$ cat src/rtl/booth_mul_iter.sv
// Iterative Booth multiplier with a parameterised radix (2^RADIX_LOG2) and signed/unsigned mode.
// It takes one operation at a time and returns it after a fixed N_DIG+2 cycle latency.
module booth_mul_iter #(
    parameter int unsigned WIDTH      = 52,
    parameter int unsigned RADIX_LOG2 = 4
) (
    input  logic                 clk_i,
    input  logic                 rst_ni,
    input  logic                 in_valid_i,
    output logic                 in_ready_o,
    input  logic [WIDTH-1:0]     a_i,
    input  logic [WIDTH-1:0]     b_i,
    input  logic                 signed_i,
    input  logic                 flush_i,
    output logic                 out_valid_o,
    input  logic                 out_ready_i,
    output logic [2*WIDTH-1:0]   product_o,
    output logic                 busy_o
);
    localparam int unsigned R     = RADIX_LOG2;
    localparam int unsigned N_DIG = (WIDTH + R) / R;
    localparam int unsigned CNT_W = $clog2(N_DIG + 1);
    localparam int unsigned AX_W  = WIDTH + 1;
    localparam int unsigned PP_W  = WIDTH + R;
    localparam int unsigned ACC_W = 2 * WIDTH + R + 2;
    localparam int unsigned BX_W  = N_DIG * R + 1;
    localparam logic [3:0]  HALF  = 4'(2 ** (R - 1));

    if (WIDTH < 4 || RADIX_LOG2 < 2 || RADIX_LOG2 > 4) begin : g_param_check
        $error("booth_mul_iter: illegal WIDTH or RADIX_LOG2");
    end

    typedef enum logic [1:0] {StIdle, StPrecomp, StMul, StDone} state_e;

    state_e           state_q, state_d;
    logic [AX_W-1:0]  ax_q, ax_d;
    logic [BX_W-1:0]  bx_q, bx_d;
    logic [PP_W-1:0]  m3_q, m3_d, m5_q, m5_d, m7_q, m7_d;
    logic [ACC_W-1:0] acc_q, acc_d;
    logic [CNT_W-1:0] cnt_q, cnt_d;

    logic [PP_W-1:0]  axe, pp;
    logic [R:0]       dig;
    logic [3:0]       lo, mag;
    logic             neg;
    logic [ACC_W-1:0] ppx, term;
    logic [31:0]      sh;
    logic             unused_acc;

    // bx_q is shifted right by R each MUL cycle, so the current digit always sits at [R:0]
    always_comb begin
        dig = bx_q[R:0];
        lo  = 4'(dig[R-1:1]) + 4'(dig[0]);
        if (dig[R]) begin
            mag = HALF - lo;
            neg = (lo != HALF);
        end else begin
            mag = lo;
            neg = 1'b0;
        end
    end

    always_comb begin
        axe = {{(PP_W - AX_W){ax_q[AX_W-1]}}, ax_q};
        pp  = '0;
        case (mag)
            4'd1:    pp = axe;
            4'd2:    pp = axe << 1;
            4'd3:    pp = m3_q;
            4'd4:    pp = axe << 2;
            4'd5:    pp = m5_q;
            4'd6:    pp = m3_q << 1;
            4'd7:    pp = m7_q;
            4'd8:    pp = axe << 3;
            default: pp = '0;
        endcase
        ppx  = {{(ACC_W - PP_W){pp[PP_W-1]}}, pp};
        term = neg ? ~ppx : ppx;
        sh   = 32'(cnt_q) * R;
    end

    always_comb begin
        state_d = state_q;
        ax_d    = ax_q;
        bx_d    = bx_q;
        m3_d    = m3_q;
        m5_d    = m5_q;
        m7_d    = m7_q;
        acc_d   = acc_q;
        cnt_d   = cnt_q;
        unique case (state_q)
            StIdle: begin
                if (in_valid_i) begin
                    ax_d    = {signed_i & a_i[WIDTH-1], a_i};
                    bx_d    = {{(BX_W - AX_W){signed_i & b_i[WIDTH-1]}}, b_i, 1'b0};
                    state_d = StPrecomp;
                end
            end
            StPrecomp: begin
                m3_d    = (R >= 3) ? axe + (axe << 1) : '0;
                m5_d    = (R == 4) ? axe + (axe << 2) : '0;
                m7_d    = (R == 4) ? (axe << 3) - axe : '0;
                acc_d   = '0;
                cnt_d   = '0;
                state_d = StMul;
            end
            StMul: begin
                // Negation is ~pp plus a carry-in placed at the same weight
                acc_d = acc_q + (term << sh) + (ACC_W'(neg) << sh);
                bx_d  = $signed(bx_q) >>> R;
                cnt_d = cnt_q + CNT_W'(1);
                if (cnt_q == CNT_W'(N_DIG - 1)) begin
                    state_d = StDone;
                end
            end
            StDone: begin
                if (out_ready_i) begin
                    state_d = StIdle;
                end
            end
            default: state_d = StIdle;
        endcase
        if (flush_i) begin
            state_d = StIdle;
            acc_d   = '0;
            cnt_d   = '0;
        end
    end

    always_ff @(posedge clk_i or negedge rst_ni) begin
        if (!rst_ni) begin
            state_q <= StIdle;
            ax_q    <= '0;
            bx_q    <= '0;
            m3_q    <= '0;
            m5_q    <= '0;
            m7_q    <= '0;
            acc_q   <= '0;
            cnt_q   <= '0;
        end else begin
            state_q <= state_d;
            ax_q    <= ax_d;
            bx_q    <= bx_d;
            m3_q    <= m3_d;
            m5_q    <= m5_d;
            m7_q    <= m7_d;
            acc_q   <= acc_d;
            cnt_q   <= cnt_d;
        end
    end

    assign in_ready_o  = (state_q == StIdle);
    assign busy_o      = (state_q == StPrecomp) || (state_q == StMul);
    assign out_valid_o = (state_q == StDone);
    assign product_o   = out_valid_o ? acc_q[2*WIDTH-1:0] : '0;
    // Headroom bits only guard against intermediate overflow
    assign unused_acc  = ^acc_q[ACC_W-1:2*WIDTH];

endmodule

$ cat config.mk
export PLATFORM = sky130hd
export DESIGN_NAME = booth_mul_iter
export DESIGN_NICKNAME = d
export VERILOG_FILES = /design/src/rtl/booth_mul_iter.sv
export SDC_FILE = /design/constraint.sdc
export NUM_CORES = 2
export LEC_CHECK = 0
export ABC_AREA = 1
export CAP_MARGIN = 20
export CORE_MARGIN = 3
export CORE_UTILIZATION = 50
export DETAILED_ROUTE_END_ITERATION = 8
export DONT_BUFFER_PORTS = 1
export PLACE_DENSITY = 0.64
export SLEW_MARGIN = 30
export SYNTH_ARGS = -nofsm -noshare
export SYNTH_HDL_FRONTEND = slang
export SYNTH_SLANG_ARGS = --single-unit
$ cat constraint.sdc
create_clock -name clk_i -period 13 [get_ports clk_i]
set_input_delay 1.95 -clock clk_i [delete_from_list [all_inputs] [get_ports clk_i]]
set_output_delay 1.95 -clock clk_i [all_outputs]
set_load 0.05 [all_outputs]
==> After elaboration in Yosys (flattened, before gate mapping) <==
Cells that the tools add are included.
W data, S select, Z words.
{ "word_totals": {"regBits": 394, "elab_cells": 64, "inputBits": 110, "out_inout_bits": 107} }
{ "classes": {"n_eq_ne": 17, "n_reduce_logical": 8, "n_shift": 2, "muxes": 16, "add_sub_neg": 8, "bitwise_logic": 4} }
{ "ops": {"columns": ["op", "n"], "rows": [
  ["$pmux W56 S8", 1],
  ["$add A110 B110 Y110", 2],
  ["$mux W110", 2],
  ["$pmux W110 S2", 1],
  ["$pmux W57 S2", 1],
  ["$not A110 Y110", 1],
  ["$shl A1 B6 Y110", 1],
  ["$shl A110 B6 Y110", 1],
  ["$mux W104", 1],
  ["$mux W57", 1],
  ["$add A53 B55 Y56", 1],
  ["$sub A56 B56 Y56", 1],
  ["$add A53 B54 Y55", 1],
  ["$eq A4 B3 Y1 const B", 4],
  ["$eq A4 B2 Y1 const B", 2],
  ["$eq A4 B4 Y1 const B", 2],
  ["$mux W2", 4],
  ["$mux W4", 2],
  ["$pmux W2 S4", 1],
  ["$pmux W4 S2", 1],
  ["$ne A3 B2 Y1 const B", 2],
  ["$reduce_and A3 Y1", 2],
  ["$add A3 B1 Y4", 1],
  ["$add A4 B1 Y4 const B", 1],
  ["other kinds (15)", 18]
]} }

==> Depth between registers and ports, before layout <==
{ "depth": {"ltp_word": 12, "depth_mapped": 46, "ltp_nobuf": 46} }

==> Least setup slack after synthesis <==
OpenSTA, ideal clock, no wires.
{ "synth_path": {"path_type": "register to register", "startpoint": "register bx_q[0]", "endpoint": "register acc_q[95]", "t_arrival_ns": 5.296, "synth_period_minus_slack_ns": 5.414, "stages_incl_launch_ff": 43, "required_ns": 12.882, "n_path_buf": 3, "path_slack_ns": 7.586, "setup_ns": 0.118, "cell_sequence": "dfrtp_1 -> ha_1 -> ha_1 -> inv_1 -> ha_1 -> inv_1 -> nand2_1 -> nand3_1 -> nand2_4 -> inv_2 -> nand2_2 -> inv_2 -> buf_6 -> nand2_2 -> buf_6 -> buf_6 -> o22ai_1 -> nor2_1 -> [7 not listed] -> ha_1 -> nand2_1 -> nor2_1 -> inv_1 -> nor2_1 -> inv_1 -> nor3_1 -> nand3_1 -> nand3_1 -> a21boi_0 -> o21ai_0 -> nand2_1 -> nand2_1 -> nand2_1 -> nand2_1 -> nand2_1 -> nand3_1 -> nand2_1"} }
{ "synth_via": {"elab_chain_cells": 12, "word_cells_on_any_way": 22, "classes_between": "add/sub: 4; eq/ne: 9; shift: 2; mux: 6; bitwise: 1"} }
{ "synth_lines": {"columns": ["item", "line", "source"], "rows": [
  ["start, declared", "37", "logic [BX_W-1:0] bx_q, bx_d;"],
  ["start signal, assigned", "134", "bx_q <= '0;"],
  ["start signal, assigned", "143", "bx_q <= bx_d;"],
  ["$add A3 B1 Y4 (*)", "53", "lo = 4'(dig[R-1:1]) + 4'(dig[0]);"],
  ["$sub A4 B4 Y4", "55", "mag = HALF - lo;"],
  ["$mux W4", "54", "if (dig[R]) begin"],
  ["$eq A4 B4 Y1 (tied with other cells)", "66", "case (mag)"],
  ["$pmux W56 S8", "66", null],
  ["$not A110 Y110", "78", "term = neg ? ~ppx : ppx;"],
  ["$mux W110", "78", null],
  ["$shl A110 B6 Y110", "109", "acc_d = acc_q + (term << sh) + (ACC_W'(neg) << sh);"],
  ["$add A110 B110 Y110", "109", null],
  ["$add A110 B110 Y110 (*)", "109", null],
  ["$pmux W110 S2 (*)", "91", "unique case (state_q)"],
  ["$mux W110 (*)", "123", "if (flush_i) begin"],
  ["end signal, assigned", "138", "acc_q <= '0;"],
  ["end signal, assigned", "147", "acc_q <= acc_d;"],
  ["end, declared", "39", "logic [ACC_W-1:0] acc_q, acc_d;"]
]} }
Every way passes the cells marked *; elsewhere a longest branch is shown, timed or not.
A chain may end at the register's enable or synchronous reset.

==> Worst setup path after layout <==
{ "layout_path": {"startpoint": "register bx_q[0]", "endpoint": "register acc_q[67]"} }
Same word-level chain as after synthesis.

==> impl_metrics.toml <==
[sta]
drv_slew = 0
grt_setup_unrepaired = "false"
finalSetupTns_ns = 0
slew_headroom_pct = 23.7
setup_viol = 0
finalHoldViolCount = 0
fmax_ghz = 0.115
tightest_slew_ns = 1.13
holdWs_ns = 0.486
period_share_pct = 67.0
period_needed_ns = 8.71
clock_skew_ns = 0.0400

[route]
drtIter0Drc = 5588
wl_per_cell_um = 23.2
drc = 0
detail_route.first_pass.iterations = 7
vias = 44758
ant_nets = 0
wirelength_um = 171000
vias_per_cell = 6.06

[floorplan]
num_io_pins = 217
die_x_um = 290
fp-row-count = 103
core_area_um2 = 79500
dieArea_um2 = 84200
start_util_pct = 50.7
fp.dieH_um = 290

[place]
dp_hpwl_um = 138000
place_inst = 7297
gp_congestion = 1.08
io_buffers = 0

[worst_setup_path]
critPathArrivalTime_ns = 9.20
worst_path_max_delay_cell = "o21ai_0"
critPathLaunch = "bx_q[0]$_DFFE_PN0P_"
crit_top_cell = "nand2_1"
worstSetupStartpointType = "register"
worstPathRequired_ns = 13.49
end_kind = "register"
cp_slowest_stage_delay_ns = 0.86
critPathMaxFanout = 39
path_class = "reg2reg"
worstReg2RegStart = "bx_q[0]$_DFFE_PN0P_"

[logic_synthesis]
synth_adder_area_share_pct = 12.0
synthSimpleGateAreaFrac_pct = 31.0
ys_async_sr_fraction_pct = 100
synth_cell_types = 55
ys_seq_area_share_pct = 23.6
synthDominantCellAreaShare_pct = 23.6
syn_inst = 6440
yosysTopAreaCell = "dfrtp_1"
synth_top_family_by_area = "simple AND/OR/NAND/NOR gates"
synth_area_leaders = "dfrtp_1 24%, nand2_1 15%, ha_1 11%, inv_1 7.6%, nand3_1 7.3%"
yosys_warnings = 0
netlist_area_um2 = 40400
synth_compound_area_share_pct = 20.9
synth_flop_cell = "dfrtp_1"
syn_area_per_cell_um2 = 6.27
synth_xor_area_share_pct = 2.39
synth_commonest_cells = "1601 x nand2_1, 821 x inv_1, 631 x nor2_1"
synth.area.mux_share_pct = 0
yosysMostFrequentCell = "nand2_1"
synth_edf_count = 0
postSynthRegisterBits = 381
syn_nets = 6925

[status]
status = "complete, no violations"

[hold_path]
hold_start = "m3_q[45]$_DFFE_PN0P_"
hold_class = "reg2reg"

[global_route]
overflow = 0
groute.usage.overall_pct = 39.2
grt_max_degree = 382
first_global_vias = 40673
grt_pass1_wl_um = 256000
antenna_found_initial = 2

[cts]
clk_path_buf_depth = 3
cts-hold-fix-buffers = 0
post-cts-setup-buffers = 0
root_buffer = "clkbuf_16"
cts_tree = "done"
clk_pin_slew_ns = 0.06
cts_num_sinks = 381
post_cts_resized = 0
clk_latency_ns = 0.61
cts_buffers = 48
htreeDepth = 2

[run]
maxCapViolations = 0

[finish]
fillers = 8280
nets = 6782
area_growth_syn_to_layout_pct = 5.99
drive_above_1_share_pct = 3.06
finalNonFillerCells = 7387
utilization_pct = 53.8
[per-stage QoR]
step / setup slack [ns] / cell area [um^2]
5_1_grt: 3.72 / 42800
3_5_place_dp: 4.77 / 41100
2_1_floorplan: 7.59 / 40400
6_report: 4.29 / 42800
4_1_cts: 4.75 / 42800
3_3_place_gp: 4.77 / 41000
[cell usage in the layout (no fill, tap or decap), types with 7 or more instances in the layout]
cell,netlist,routed
nand2_1,1601,1601
inv_1,821,815
nor2_1,631,630
nand3_1,588,588
o21ai_0,566,560
a21oi_1,404,404
dfrtp_1,381,377
ha_1,356,353
o22ai_1,137,137
a31oi_1,120,119
o21ai_1,55,60
nand4_1,58,58
xnor2_1,56,56
xor2_1,54,54
nor3_1,54,52
a21o_1,50,50
clkbuf_16,0,49
o21bai_1,37,37
o21a_1,34,34
or2_2,32,32
buf_4,11,32
a21boi_0,26,26
o31ai_1,21,21
nor4_1,21,20
fa_1,19,19
inv_2,9,12
clkinv_2,0,10
o221ai_1,9,9
o211ai_1,9,9
clkbuf_8,0,8
nand3b_1,7,7
clkinvlp_4,0,7
bufinv_16,0,7
clkbuf_1,136,7
[worst max-delay path, delay by kind of cell, from the launching register on]
family / cells / cell delay (ns)
adders and majority gates: 5 / 1.38
buffers and inverters: 8 / 1.96
and+or+nand+nor: 17 / 2.26
AOI/OAI and AO/OA: 9 / 2.58
DFF: 1 / 0.38
[area by class of cell]
class | count | area (um^2) | share of cell area, %
inverters | 833 | 3130 | 7.33
clock inverters | 25 | 337 | 0.787
repair buffers | 33 | 251 | 0.588
clock buffers | 64 | 1360 | 3.19
diodes | 1 | 2.50 | 0.00585
multi-input cells | 5000 | 26800 | 62.7
flip-flops and latches | 381 | 9540 | 22.3
well taps | 1050 | 1310 | 3.07
[kinds of logic (layout without fill, tap and decap cells)]
kind of cell    after synthesis  after routing
flops                       381            381
buf+inv                    1059            955
compound gates             1498           1498
xor+xnor                    110            110
simple gates               3017           3017
fa+ha+maj                   375            375
other cells                   0              1
[worst paths after layout]
path	slack (ns)	depth (start not counted)	endpoint
max in group asynchronous	11.17	0	bx_q[33]$_DFFE_PN0P_
max	4.29	39	acc_q[67]$_DFFE_PN0P_
max reg2reg	4.29	39	acc_q[67]$_DFFE_PN0P_
min in group asynchronous	1.03	0	m3_q[15]$_DFFE_PN0P_
min reg2reg	0.49	2	m3_q[45]$_DFFE_PN0P_
min	0.49	2	m3_q[45]$_DFFE_PN0P_
[registers in the layout (all words and copies together), names as in the netlist]
register and count:
cnt_q 4, m3_q 55, acc_q 104, ax_q 53
m7_q 54, m5_q 54, bx_q 55, state_q 2
[layer usage]
| metal | GRT usage, % | part of all wire (%) | up-vias |
|---|---|---|---|
| met5 | 0 | 0.068 | - |
| li1 | - | - | 21265 |
| met1 | 54.9 | 43 | 20861 |
| met3 | 9.93 | 11 | 314 |
| met2 | 59.0 | 42 | 2314 |
| met4 | 12.3 | 3.7 | 4 |
Power is not shown: default switching activity piles up to over one toggle a cycle in this logic, so the estimate is an artifact.
